===== config.mk =====
export PLATFORM = sky130hd
export DESIGN_NAME = tpu_mmu_acc_core
export DESIGN_NICKNAME = d
export VERILOG_FILES = /design/src/rtl/tpu_pkg.sv /design/src/rtl/tpu_pe.sv /design/src/rtl/tpu_mmu_acc_core.sv
export SDC_FILE = /design/constraint.sdc
export NUM_CORES = 2
export LEC_CHECK = 0
export BUFFER_PORTS_ARGS = -buffer_cell sky130_fd_sc_hd__buf_4
export CORE_UTILIZATION = 55
export CTS_CLUSTER_SIZE = 40
export DETAILED_ROUTE_END_ITERATION = 10
export GPL_TIMING_DRIVEN = 0
export PLACE_DENSITY = 0.86
export SYNTH_ARGS = -nofsm -noshare
export SYNTH_HDL_FRONTEND = slang
export SYNTH_HIERARCHICAL = 1
export SYNTH_SLANG_ARGS = --single-unit
export TNS_END_PERCENT = 30

===== constraint.sdc =====
create_clock -name clk -period 6.09 [get_ports clk]
set_input_delay 0.609 -clock clk [delete_from_list [all_inputs] [get_ports clk]]
set_output_delay 0.609 -clock clk [all_outputs]
set_load 0.1 [all_outputs]

===== src/rtl/tpu_pkg.sv =====
// Shared definitions for the tiny TPU compute core.
//   DATA_W  : operand width (inputs and weights, unsigned)
//   ACC_W   : partial-sum / accumulator width
//   ADDR_W  : weight-memory address width carried in instruction[12:0]
//   opcode_e: instruction[15:13] encodings; any other value is a NOP
package tpu_pkg;

    localparam int DATA_W  = 16;
    localparam int ACC_W   = 32;
    localparam int ADDR_W  = 13;
    localparam int INSTR_W = 16;

    typedef enum logic [2:0] {
        OP_NOP         = 3'b000,
        OP_LOAD_WEIGHT = 3'b001,
        OP_LOAD_INPUT  = 3'b010
    } opcode_e;

    // One multiply-accumulate step; the product and the sum both wrap at ACC_W.
    function automatic logic [ACC_W-1:0] mac(input logic [ACC_W-1:0] psum,
                                             input logic [DATA_W-1:0] a,
                                             input logic [DATA_W-1:0] w);
        return psum + (ACC_W'(a) * ACC_W'(w));
    endfunction

endpackage


===== src/rtl/tpu_pe.sv =====
// One weight-stationary processing element of the systolic array.
//   clk_i, rst_ni : clock, asynchronous active-low reset
//   load_w_i      : capture w_i into the stationary weight at this edge
//   w_i           : weight from external weight memory
//   a_i           : activation from the left neighbour (or the array edge)
//   psum_i        : partial sum from the PE above (zero for the top row)
//   a_o           : registered activation passed to the right
//   psum_o        : registered partial sum passed down
// The MAC uses the weight held before this edge; a weight captured at an edge
// is first used by the following edge.
module tpu_pe
    import tpu_pkg::*;
(
    input  logic              clk_i,
    input  logic              rst_ni,
    input  logic              load_w_i,
    input  logic [DATA_W-1:0] w_i,
    input  logic [DATA_W-1:0] a_i,
    input  logic [ACC_W-1:0]  psum_i,
    output logic [DATA_W-1:0] a_o,
    output logic [ACC_W-1:0]  psum_o
);

    logic [DATA_W-1:0] w_q;
    logic [DATA_W-1:0] w_d;
    logic [DATA_W-1:0] a_q;
    logic [ACC_W-1:0]  psum_q;
    logic [ACC_W-1:0]  psum_d;

    always_comb begin
        w_d    = load_w_i ? w_i : w_q;
        psum_d = mac(psum_i, a_i, w_q);
    end

    always_ff @(posedge clk_i or negedge rst_ni) begin
        if (!rst_ni) begin
            w_q    <= '0;
            a_q    <= '0;
            psum_q <= '0;
        end else begin
            w_q    <= w_d;
            a_q    <= a_i;
            psum_q <= psum_d;
        end
    end

    assign a_o    = a_q;
    assign psum_o = psum_q;

endmodule


===== src/rtl/tpu_mmu_acc_core.sv =====
// Compute core of the tiny TPU: instruction decode, 2x2 weight-stationary
// systolic array, and one 2-slot accumulator per array column.
// Ports:
//   clk, reset (async, active-low)
//   instruction[15:13] opcode, [12:0] weight-memory address
//   valid, a_in1 (row 0, cycle t), a_in2 (row 1, caller-skewed to cycle t+1)
//   weight1..4 : weights for PE00, PE01, PE10, PE11
//   load_weight, load_input, base_address : registered decode
//   acc_out1/2 : bottom partial sum of column 0 / column 1
//   acc1_mem_0/1, acc2_mem_0/1, acc1_full, acc2_full : accumulator slots/flags
// Build option: define ACC_ADD_EN to make accumulator writes add onto the
// slot contents instead of overwriting them.
// Input handshake: valid has no ready companion; the core accepts one vector
// every cycle without backpressure and valid only tags which array outputs
// are written into the accumulators.
module tpu_mmu_acc_core
    import tpu_pkg::*;
(
    input  logic               clk,
    input  logic               reset,
    input  logic [INSTR_W-1:0] instruction,
    input  logic               valid,
    input  logic [DATA_W-1:0]  a_in1,
    input  logic [DATA_W-1:0]  a_in2,
    input  logic [DATA_W-1:0]  weight1,
    input  logic [DATA_W-1:0]  weight2,
    input  logic [DATA_W-1:0]  weight3,
    input  logic [DATA_W-1:0]  weight4,
    output logic               load_weight,
    output logic               load_input,
    output logic [ADDR_W-1:0]  base_address,
    output logic [ACC_W-1:0]   acc_out1,
    output logic [ACC_W-1:0]   acc_out2,
    output logic [ACC_W-1:0]   acc1_mem_0,
    output logic [ACC_W-1:0]   acc1_mem_1,
    output logic [ACC_W-1:0]   acc2_mem_0,
    output logic [ACC_W-1:0]   acc2_mem_1,
    output logic               acc1_full,
    output logic               acc2_full
);

    // ---------------- decode ----------------
    logic              load_weight_q, load_weight_d;
    logic              load_input_q, load_input_d;
    logic [ADDR_W-1:0] base_address_q, base_address_d;
    logic [2:0]        opcode;

    assign opcode = instruction[INSTR_W-1:ADDR_W];

    always_comb begin
        load_weight_d  = 1'b0;
        load_input_d   = 1'b0;
        base_address_d = base_address_q;
        case (opcode)
            OP_LOAD_WEIGHT: begin
                load_weight_d  = 1'b1;
                base_address_d = instruction[ADDR_W-1:0];
            end
            OP_LOAD_INPUT: begin
                load_input_d   = 1'b1;
                base_address_d = instruction[ADDR_W-1:0];
            end
            default: ;
        endcase
    end

    // ---------------- systolic array ----------------
    logic [DATA_W-1:0] a00, a10;
    logic [DATA_W-1:0] a01_unused, a11_unused;
    logic [ACC_W-1:0]  ps00, ps01, ps10, ps11;

    tpu_pe u_pe00 (.clk_i(clk), .rst_ni(reset), .load_w_i(load_weight_q), .w_i(weight1),
                   .a_i(a_in1), .psum_i('0), .a_o(a00), .psum_o(ps00));
    tpu_pe u_pe01 (.clk_i(clk), .rst_ni(reset), .load_w_i(load_weight_q), .w_i(weight2),
                   .a_i(a00), .psum_i('0), .a_o(a01_unused), .psum_o(ps01));
    tpu_pe u_pe10 (.clk_i(clk), .rst_ni(reset), .load_w_i(load_weight_q), .w_i(weight3),
                   .a_i(a_in2), .psum_i(ps00), .a_o(a10), .psum_o(ps10));
    tpu_pe u_pe11 (.clk_i(clk), .rst_ni(reset), .load_w_i(load_weight_q), .w_i(weight4),
                   .a_i(a10), .psum_i(ps01), .a_o(a11_unused), .psum_o(ps11));

    // ---------------- valid pipe ----------------
    // Bit k is high in cycle t+k+1 for a vector presented at t. Column 0's
    // result is on ps10 during t+2 (bit 1), column 1's on ps11 during t+3 (bit 2).
    logic [2:0] vpipe_q, vpipe_d;

    assign vpipe_d = {vpipe_q[1:0], valid};

    // ---------------- accumulators ----------------
    logic [ACC_W-1:0] acc1_mem_q [2];
    logic [ACC_W-1:0] acc1_mem_d [2];
    logic [ACC_W-1:0] acc2_mem_q [2];
    logic [ACC_W-1:0] acc2_mem_d [2];
    logic             acc1_ptr_q, acc1_ptr_d, acc2_ptr_q, acc2_ptr_d;
    logic             acc1_full_q, acc1_full_d, acc2_full_q, acc2_full_d;

    // The flag copies the slot index being written: writing slot 1 completes
    // the pair, writing slot 0 starts a new one.
    always_comb begin
        acc1_mem_d  = acc1_mem_q;
        acc1_ptr_d  = acc1_ptr_q;
        acc1_full_d = acc1_full_q;
        if (vpipe_q[1]) begin
`ifdef ACC_ADD_EN
            acc1_mem_d[acc1_ptr_q] = acc1_mem_q[acc1_ptr_q] + ps10;
`else
            acc1_mem_d[acc1_ptr_q] = ps10;
`endif
            acc1_ptr_d  = ~acc1_ptr_q;
            acc1_full_d = acc1_ptr_q;
        end
    end

    always_comb begin
        acc2_mem_d  = acc2_mem_q;
        acc2_ptr_d  = acc2_ptr_q;
        acc2_full_d = acc2_full_q;
        if (vpipe_q[2]) begin
`ifdef ACC_ADD_EN
            acc2_mem_d[acc2_ptr_q] = acc2_mem_q[acc2_ptr_q] + ps11;
`else
            acc2_mem_d[acc2_ptr_q] = ps11;
`endif
            acc2_ptr_d  = ~acc2_ptr_q;
            acc2_full_d = acc2_ptr_q;
        end
    end

    // ---------------- state ----------------
    always_ff @(posedge clk or negedge reset) begin
        if (!reset) begin
            load_weight_q  <= 1'b0;
            load_input_q   <= 1'b0;
            base_address_q <= '0;
            vpipe_q        <= '0;
            acc1_mem_q[0]  <= '0;
            acc1_mem_q[1]  <= '0;
            acc2_mem_q[0]  <= '0;
            acc2_mem_q[1]  <= '0;
            acc1_ptr_q     <= 1'b0;
            acc2_ptr_q     <= 1'b0;
            acc1_full_q    <= 1'b0;
            acc2_full_q    <= 1'b0;
        end else begin
            load_weight_q  <= load_weight_d;
            load_input_q   <= load_input_d;
            base_address_q <= base_address_d;
            vpipe_q        <= vpipe_d;
            acc1_mem_q     <= acc1_mem_d;
            acc2_mem_q     <= acc2_mem_d;
            acc1_ptr_q     <= acc1_ptr_d;
            acc2_ptr_q     <= acc2_ptr_d;
            acc1_full_q    <= acc1_full_d;
            acc2_full_q    <= acc2_full_d;
        end
    end

    assign load_weight  = load_weight_q;
    assign load_input   = load_input_q;
    assign base_address = base_address_q;
    assign acc_out1     = ps10;
    assign acc_out2     = ps11;
    assign acc1_mem_0   = acc1_mem_q[0];
    assign acc1_mem_1   = acc1_mem_q[1];
    assign acc2_mem_0   = acc2_mem_q[0];
    assign acc2_mem_1   = acc2_mem_q[1];
    assign acc1_full    = acc1_full_q;
    assign acc2_full    = acc2_full_q;

endmodule


==> flow_summary.toml <==
[outcome]
status = "finished, violations left"
violations = "design-rule violations"

[finish]
regArea_um2 = 9470
fin_util_pct = 63.6
nFillCells = 6876
stdcell_count = 6820
final_nets = 7023
layout-drive-gt1-share_pct = 17.9
area.growth.synth_to_final_pct = 14.1
multi_input_comb_area_um2 = 35800

[sta]
maxSlewHeadroom_pct = 54.3
rsz0062_at_grt = "true"
timing.final.crit_share_pct = 99.9
finClkSkew_ns = 0.0302
clock.fmax_mhz = 164
maxSlewViolCount = 0
setup_viol = 0
fin_crit_ns = 6.09
worstMarginPinSlew_ns = 0.686
hold_violations = 0
setup_tns_ns = 0

[floorplanning]
die_area_um2 = 92900
fp-row-count = 110
start_util_pct = 55.7
core_area_um2 = 90400
io_pins = 324
fp.dieW_um = 305
die_h_um = 305

[grt]
grt_pass1_wl_um = 211000
gr-usage-all-layers_pct = 29.1
grt_max_degree = 124
antenna_found_initial = 4
grt_pass1_vias = 39753
grt.overflow.total = 0

[yosys]
ys_warn_count = 6
syn-mean-instance-area_um2 = 9.85
syn_area_um2 = 50400
synthesis.instances = 5116

[worst_hold_path]
min_path_type = "input port to register"

[placed_design]
dpl.hpwl_um = 105000
gp_congestion = 0.979
placedCellCount = 6681
port_buffers = 323

[clocking]
cts.path.max_buffers = 3
h-tree-depth = 2
clock_latency_ns = 0.65
clock_sinks = 374
cts_tree = "yes"
cts_buffers = 46
path_clk_slew_ns = 0.06
cts_root_buf = "clkbuf_16"

[detailed_routing]
dr.pass1.iters = 9
drc = 1
wl_per_cell_um = 19.2
first_iter_violations = 2802
avgViaCountPerCell = 5.40
ant_nets = 0
routed_wl_um = 131000
vias = 36845

[setup_path]
crit_path_max_fanout = 8
crit_arrival_ns = 6.59
required_ns = 6.59
start_kind = "register"
critPathKind = "register to register"
worst_setup_path_end_kind = "register"

[flow_run]
max_cap_viol_count = 0
## final timing paths
path	startpoint	to	depth (start not counted)	slack (ns)
worst max-delay path	u_pe10/w_q[4]	u_pe10/psum_o[30]	21	0.004
worst min-delay path	valid	vpipe_q[0]	1	0.09
worst max register to register	u_pe10/w_q[4]	u_pe10/psum_o[30]	21	0.004
worst min register to register	vpipe_q[0]	vpipe_q[1]	0	0.35
max in group asynchronous	reset	u_pe11/w_q[1]	3	4.58
min in group asynchronous	reset	acc1_mem_0[6]	2	0.47
## cell type report
cell class / count / share of cell area, %
Multi-Input combinational cell: 3298 / 62.2
Buffer: 178 / 2.23
Timing Repair Buffer: 397 / 5.31
Clock buffer: 56 / 2.19
Clock inverter: 23 / 0.431
Antenna cell: 1 / 0.00435
Inverter: 1317 / 8.59
Tap cell: 1176 / 2.56
Sequential cell: 374 / 16.5
## critical path, stage by stage (launching register included)
cell and delay (ns):
dfrtp_2 0.48, buf_4 0.16, and2_1 0.17, fa_1 0.54, inv_1 0.05, fa_1 0.48
fa_1 0.53, inv_1 0.06, fa_1 0.50, fa_1 0.51, inv_1 0.05, fa_1 0.48
inv_1 0.05, ha_1 0.30, buf_6 0.16, a21oi_4 0.15, o21ai_1 0.12, a221oi_2 0.27
o31ai_2 0.16, o22a_2 0.30, a211o_1 0.28, xor2_1 0.14
## sequential cells by signal, summed over array words and instances (netlist names), 32 cells and up
signal / count
acc2_mem_1: 32
acc1_mem_1: 32
u_pe00/psum_o: 32
acc1_mem_0: 32
acc2_mem_0: 32
u_pe10/psum_o: 32
u_pe11/psum_o: 32
u_pe01/psum_o: 32
## stage by stage
stage	setup slack (ns)	area, um2	hold WS (ns)
6_report	0.00413	57500	0.0916
5_1_grt	-0.116	57500	0.0655
4_1_cts	-0.0346	56700	0.0551
3_5_place_dp	-0.953	54600	0.346
3_3_place_gp	-0.779	54500	0.336
2_1_floorplan	0.245	50600	0.313
## timing repair
item | 4_1_cts | 5_1_grt
hold buffers | 1 | 0
setup buffers | 13 | 57
endpoints found under the hold margin | 43 | 0
endpoints found under the setup margin | 57 | 45
pin swaps | 7 | 21
resized for setup | 224 | 238
## metal layers
layer  vias to the layer above  global-route usage, %  wire (um)
met1                     18481                   36.9      50200
met3                       460                   5.12      10900
met2                      1787                   48.0      62900
met5                         -                      0         21
li1                      16113                      -          -
met4                         4                   14.4       7190
## layout by cell type, fill, tap and decap left out, types with 11 or more instances in the layout
cell type	count
xnor2_1	79
a21oi_1	87
dfrtp_1	288
a31oi_1	12
nor3_1	11
nand2b_1	11
nor2b_1	15
clkbuf_16	47
ha_1	387
o21ai_1	19
buf_6	24
conb_1	64
clkbuf_1	52
dfrtp_2	86
buf_2	11
nand2_1	628
nor2_1	44
inv_1	1317
nand4_1	12
xor2_1	38
o211ai_1	11
buf_4	423
mux2_4	70
o21ai_0	32
and2_1	466
a21oi_2	20
a21o_1	48
mux2_2	135
fa_1	896
clkbuf_4	28
clkbuf_2	21
nand3_1	23
Power is left out: the tool's default activity adds up to more than one toggle a clock period on the data nets, which glitch-free logic cannot reach.
